===== src/rtl/alu_pkg.sv =====
// Shared types for the ALU execute/writeback stage: control codes,
// the idle result value and the FIFO entry layout.
package alu_pkg;

    localparam int DATA_W = 32;
    localparam int ROB_W  = 3;
    localparam int CODE_W = 4;

    // ALU control codes as issued by the reservation station
    typedef enum logic [CODE_W-1:0] {
        ALU_ADD   = 4'd0,
        ALU_SUB   = 4'd1,
        ALU_AND   = 4'd2,
        ALU_OR    = 4'd3,
        ALU_XOR   = 4'd4,
        ALU_SLL   = 4'd5,
        ALU_SRL   = 4'd6,
        ALU_SRA   = 4'd7,
        ALU_SLT   = 4'd8,
        ALU_SLTU  = 4'd9,
        ALU_PASS2 = 4'd10
    } alu_op_e;

    // Result produced by unused control codes
    localparam logic [DATA_W-1:0] ALU_NOP = '0;

    // One buffered result waiting for the common data bus
    typedef struct packed {
        logic [ROB_W-1:0]  rob;
        logic [DATA_W-1:0] result;
    } result_entry_t;

endpackage


===== src/rtl/alu_result_fifo.sv =====
// Small circular FIFO holding ALU results until the common data bus
// accepts them. A push while full is only taken when a pop frees the slot.
module alu_result_fifo
    import alu_pkg::*;
#(
    parameter int  DEPTH   = 2,
    parameter type entry_t = result_entry_t
) (
    input  logic                     clk,
    input  logic                     globalReset,
    input  logic                     clear,
    input  logic                     push,
    input  entry_t                   pushEntry,
    input  logic                     pop,
    output logic [$clog2(DEPTH):0]   count,
    output entry_t                   head,
    output logic                     full
);

    localparam int PW    = $clog2(DEPTH);
    localparam int CNT_W = PW + 1;

    entry_t             mem_q [DEPTH];
    logic [PW-1:0]      wrPtr_q;
    logic [PW-1:0]      rdPtr_q;
    logic [CNT_W-1:0]   count_q;
    logic               flush;
    logic               doPush;
    logic               doPop;

    assign flush  = globalReset | clear;
    assign full   = (count_q == CNT_W'(DEPTH));
    assign doPop  = pop & (count_q != '0);
    assign doPush = push & (~full | doPop);
    assign count  = count_q;
    assign head   = mem_q[rdPtr_q];

    // Pointer and occupancy bookkeeping; flush empties the queue
    always_ff @(posedge clk) begin
        if (flush) begin
            wrPtr_q <= '0;
            rdPtr_q <= '0;
            count_q <= '0;
        end else begin
            if (doPush) wrPtr_q <= wrPtr_q + PW'(1);
            if (doPop)  rdPtr_q <= rdPtr_q + PW'(1);
            case ({doPush, doPop})
                2'b10:   count_q <= count_q + CNT_W'(1);
                2'b01:   count_q <= count_q - CNT_W'(1);
                default: count_q <= count_q;
            endcase
        end
    end

    // Entry storage is not reset; the count decides what is valid
    always_ff @(posedge clk) begin
        if (!flush && doPush) begin
            mem_q[wrPtr_q] <= pushEntry;
        end
    end

endmodule


===== src/rtl/alu_writeback_stage.sv =====
// Execute/writeback stage: computes the ALU result for an issued
// instruction, buffers it with its ROB tag, and arbitrates for the
// common data bus while back-pressuring the reservation station.
module alu_writeback_stage
    import alu_pkg::*;
#(
    parameter int WIDTH   = 31,
    parameter int ROB     = 2,
    parameter int C_WIDTH = 3,
    parameter int DEPTH   = 2
) (
    input  logic                   clk,
    input  logic                   globalReset,
    input  logic                   clear,
    input  logic                   issueValid,
    input  logic signed [WIDTH:0]  src1,
    input  logic signed [WIDTH:0]  src2,
    input  logic [C_WIDTH:0]       instrInfo,
    input  logic [ROB:0]           instrRob,
    output logic                   execute,
    output logic                   cdbReq,
    input  logic                   cdbGrant,
    output logic signed [WIDTH:0]  cdbResult,
    output logic [ROB:0]           cdbRob,
    output logic                   overflow
);

    localparam int CNT_W = $clog2(DEPTH) + 1;

    logic signed [WIDTH:0] aluResult;
    logic [4:0]            shamt;
    result_entry_t         pushEntry;
    result_entry_t         headEntry;
    logic [CNT_W-1:0]      fifoCount;
    logic [CNT_W-1:0]      nextCount;
    logic                  fifoFull;
    logic                  popFire;
    logic                  flush;
    logic                  overflow_q;
    logic                  overflow_d;

    assign flush = globalReset | clear;
    assign shamt = src2[4:0];

    // Combinational ALU on the issued operands; unused codes give ALU_NOP
    always_comb begin
        aluResult = ALU_NOP;
        case (instrInfo)
            ALU_ADD:   aluResult = src1 + src2;
            ALU_SUB:   aluResult = src1 - src2;
            ALU_AND:   aluResult = src1 & src2;
            ALU_OR:    aluResult = src1 | src2;
            ALU_XOR:   aluResult = src1 ^ src2;
            ALU_SLL:   aluResult = src1 << shamt;
            ALU_SRL:   aluResult = $signed($unsigned(src1) >> shamt);
            ALU_SRA:   aluResult = src1 >>> shamt;
            ALU_SLT:   aluResult = {{WIDTH{1'b0}}, (src1 < src2)};
            ALU_SLTU:  aluResult = {{WIDTH{1'b0}}, ($unsigned(src1) < $unsigned(src2))};
            ALU_PASS2: aluResult = src2;
            default:   aluResult = ALU_NOP;
        endcase
    end

    assign pushEntry.rob    = instrRob;
    assign pushEntry.result = aluResult;

    assign cdbReq  = (fifoCount != '0);
    assign popFire = cdbReq & cdbGrant;

    alu_result_fifo #(
        .DEPTH   (DEPTH),
        .entry_t (result_entry_t)
    ) resultFifo (
        .clk         (clk),
        .globalReset (globalReset),
        .clear       (clear),
        .push        (issueValid),
        .pushEntry   (pushEntry),
        .pop         (popFire),
        .count       (fifoCount),
        .head        (headEntry),
        .full        (fifoFull)
    );

    // Outputs read zero while the FIFO is empty so stale storage never shows
    assign cdbResult = cdbReq ? $signed(headEntry.result) : '0;
    assign cdbRob    = cdbReq ? headEntry.rob : '0;

    // Occupancy after this edge decides whether the station may issue again
    assign nextCount = fifoCount + CNT_W'(issueValid) - CNT_W'(popFire);
    assign execute   = ~flush & (nextCount < CNT_W'(DEPTH));

    // A push into a full FIFO with no pop freeing a slot is lost
    assign overflow_d = overflow_q | (issueValid & fifoFull & ~popFire);

    // Sticky overflow flag, cleared only by reset or flush
    always_ff @(posedge clk) begin
        if (flush) begin
            overflow_q <= 1'b0;
        end else begin
            overflow_q <= overflow_d;
        end
    end

    assign overflow = overflow_q;

endmodule


===== config.mk =====
export PLATFORM = sky130hd
export DESIGN_NAME = alu_writeback_stage
export DESIGN_NICKNAME = d
export VERILOG_FILES = /design/src/rtl/alu_pkg.sv /design/src/rtl/alu_result_fifo.sv /design/src/rtl/alu_writeback_stage.sv
export SDC_FILE = /design/constraint.sdc
export NUM_CORES = 1
export LEC_CHECK = 0
export CORE_ASPECT_RATIO = 0.5
export CORE_MARGIN = 4
export CORE_UTILIZATION = 50
export DETAILED_ROUTE_END_ITERATION = 8
export HOLD_SLACK_MARGIN = 0.02
export MAX_ROUTING_LAYER = met4
export PLACE_DENSITY = 0.75
export SLEW_MARGIN = 20
export SYNTH_ARGS = -nofsm -noshare
export SYNTH_HDL_FRONTEND = slang
export SYNTH_SLANG_ARGS = --single-unit

===== constraint.sdc =====
create_clock -name clk -period 5.96 [get_ports clk]
set_input_delay 0.894 -clock clk [delete_from_list [all_inputs] [get_ports clk]]
set_output_delay 0.894 -clock clk [all_outputs]
set_load 0.1 [all_outputs]

==> results.py <==
metrics = {
    "global_routing": {
        "grt_max_degree": 82,
        "antenna_found_initial": 0,
        "grt.met1_usage": 0.5510,
        "grt_pass1_vias": 11670,
        "grt_usage": 0.3841,
        "grt_pass1_wl_mm": 73.06,
        "busiest_layer": "met1",
        "met3_usage": 0.1354,
        "grt_overflow": 0,
        "met2_usage": 0.5145,
    },
    "finish": {
        "diodes": 0,
        "nFillCells": 2095,
        "area_growth_syn_to_layout_pct": 14.35,
        "drive_gt1_frac": 0.09549,
        "fin_cells": 1836,
        "nNetsFinal": 1703,
    },
    "yosys": {
        "async_reset_ff_frac": 0,
        "synth_area_mm2": 0.01158,
        "synth_ff_type": "edfxtp_1",
        "seq_area_frac_synth": 0.1919,
        "syn_inst": 1467,
        "synth_area_per_cell_um2": 7.895,
        "yosys.area_share.xor_xnor": 0.01815,
        "ys_warn_count": 0,
        "synth_top_area_share": 0.1815,
        "synth-simple-area-share": 0.1724,
        "synthTopCellsByArea": "edfxtp_1 18%, ha_1 11%, mux4_2 8.2%",
        "syn_nets": 1646,
        "synth-compound-area-share": 0.2736,
        "yosysMostFrequentCell": "nor2_1",
        "yosys.area.top_type": "edfxtp_1",
        "synth-edff-count": 70,
        "synth_top_family_by_area": "compound AO/OA/AOI/OAI gates",
        "yosys-mux-area-fraction": 0.1607,
        "ys_ff_latch": 76,
        "synthAdderAreaFrac": 0.1126,
        "yosysUniqueCellTypes": 79,
        "synth_common_cells": "179 x nor2_1, 115 x o21ai_0, 112 x a21oi_1",
    },
    "floorplan": {
        "initial_core_util": 0.5083,
        "placement_rows": 39,
        "die_area_mm2": 0.02581,
        "die_x_um": 223.2,
        "pin_count": 114,
        "core_mm2": 0.02279,
        "die_y_um": 115.6,
    },
    "drt": {
        "dr.pass1.iters": 6,
        "wl_mm": 49.89,
        "vias_per_cell": 6.887,
        "num_vias": 12650,
        "drt_iter0_markers": 1977,
        "drt-wirelength-per-cell_um": 27.18,
        "drc": 0,
        "ant_nets": 0,
    },
    "critical_path": {
        "path_max_fanout": 5,
        "worstRegToRegCells": 4,
        "slowest_delay_ps": 560,
        "cp-end-kind": "flop",
        "r2r_start": "resultFifo.count[1]$_SDFFE_PN0P_",
        "critPathSlowestCell": "clkdlybuf4s50_1",
        "path_cells": "clkdlybuf4s50_1 -> inv_1 -> ha_1 -> fa_1 -> o21ba_1 -> or4_4 -> a311oi_2 -> o22ai_2 -> o311ai_2 -> a21oi_1 -> xnor2_1 -> o211ai_1",
        "r2r_slack_ps": 3980,
        "critPathBufInv": 2,
        "crit_type": "input pin to flop",
        "critPathRequiredTime_ps": 6010,
        "cpLargestDelayFamily": "compound AO/OA/AOI/OAI gates",
        "worstPathArrival_ps": 4720,
        "startpoint_type": "input pin",
        "r2r-end": "resultFifo.mem_q[0][10]$_DFFE_PP_",
    },
    "timing": {
        "setup-tns-final_ps": 0,
        "max_freq_mhz": 213.9,
        "worstMarginPinSlew_ps": 1135,
        "slew_headroom": 0.2353,
        "fin_skew_ps": 6.971,
        "finalSetupViolCount": 0,
        "period_share": 0.7843,
        "finalHoldViolCount": 0,
        "rsz0062_at_grt": "false",
        "drv_slew": 0,
        "period_minus_slack_ps": 4674,
    },
    "clock_tree": {
        "cts_sinks": 76,
        "postCtsSetupRepairBufs": 0,
        "cts_made_buffers": 9,
        "cts.root.buffer_cell": "clkbuf_16",
        "ctsResizeCount": 0,
        "cts.path.max_buffers": 2,
        "ctsHtreeMaxLevel": 3,
        "hold_buffers": 0,
        "cts_tree": "yes",
        "cts.clk_slew.worst_paths_ps": 50,
        "clk_latency_ps": 330,
    },
    "power": {
        "p_comb_frac": 0.494,
        "p_leak_uw": 0.005234,
        "p_sw_frac": 0.4079,
        "p_per_area_mw_per_mm2": 160.3,
        "switching_power_uw": 866.1,
        "irDropWorstVdd_v": 0.0002186,
        "clockPowerShare": 0.217,
        "p_seq_frac": 0.290,
        "internal_power_uw": 1257,
    },
    "placement": {
        "gp_congestion": 1.091,
        "dp.cells": 1820,
        "dp_hpwl_mm": 38.76,
        "io_buffer_count": 113,
    },
    "worst_hold_path": {
        "holdPathStages": 2,
        "hp-start": "resultFifo.rdPtr_q$_SDFFE_PN0P_",
        "hold_path.class": "flop to flop",
    },
    "run_status": {
        "status": "completed",
    },
    "job": {
        "maxCapViolCount": 0,
    },
}
[layout make-up]
cell class	count	area (µm²)	share of cell area
inverter	93	349.1	0.02636
clock buffer	15	247.7	0.01871
clock inverter	1	5.005	0.0003779
multi-input combinational	1185	8573	0.6473
timing repair buffer	159	1461	0.1103
tap	307	384.1	0.02900
sequential	76	2223	0.1679
[worst reg2reg max path: stages (launching register included)]
cell     delay, ps
dfxtp_1        390
inv_1          130
o31a_1         210
nand2_1        110
nor2_4         760
[layer usage]
metal,up-vias,share of wire
li1,5569,-
met2,838,0.39
met1,6144,0.44
met3,94,0.15
met4,0,0.022
met5,-,0
[placed cells by master (no fill, tap or decap), types with 26 or more instances in the layout]
master           count
a22oi_1             26
nor3_1              35
o21ai_0            115
buf_4               46
nor2_1             176
a21oi_1            112
mux2i_1             78
ha_1               101
mux4_2              42
edfxtp_1            70
nand2_1            111
a21o_1              26
clkdlybuf4s50_1    107
inv_1               89
nand3_1             31
[per-stage QoR]
stage	hold slack (ps)	total power [µW]	util	instance area [µm²]	worst slack (ps)
CTS	525.1	2090	0.5808	13240	1360
global route	571.3	2211	0.5812	13240	1019
floorplan	481.3	1280	-	11580	1455
global placement	493.8	1617	0.5698	12980	1128
finish	526.6	2123	0.5812	13240	1286
detailed placement	513.2	1625	0.5698	12980	1004
[power by group through the flow]
stage,Clock (µW),Combinational (µW),Sequential [µW]
after floorplan,0,659,622
after global placement,0,993,624
after detailed placement,0,1000,625
after CTS,470,1000,615
after global routing,490,1110,615
final,460,1050,615
[how the worst max path moves through the flow]
stage / startpoint / to / depth (start not counted)
after floorplan: src2[2] / resultFifo.mem_q[0][0]$_DFFE_PP_ / 15
after global placement: src1[0] / resultFifo.mem_q[0][0]$_DFFE_PP_ / 13
after detailed placement: src1[0] / resultFifo.mem_q[1][0]$_DFFE_PP_ / 13
after CTS: src1[0] / resultFifo.mem_q[0][0]$_DFFE_PP_ / 13
after global routing: src1[0] / resultFifo.mem_q[0][26]$_DFFE_PP_ / 13
final: src1[0] / resultFifo.mem_q[0][18]$_DFFE_PP_ / 12
[logic make-up (layout without fill, tap and decap cells)]
logic type | after synthesis | in the layout
buffers and inverters | 206 | 268
adder cells (fa/ha/maj) | 103 | 103
AND/OR/NAND/NOR | 445 | 445
XOR/XNOR | 24 | 24
AO/OA/AOI/OAI | 481 | 481
multiplexers | 132 | 132
flip-flops | 76 | 76
[flip-flops by register name, summed over array words and instances, names as in the netlist, named ones only]
register / cells
overflow: 1
resultFifo.count: 2
resultFifo.mem_q: 70
resultFifo.rdPtr_q: 1
resultFifo.wrPtr_q: 1
Note: power is estimated with default switching activity, not from simulation.
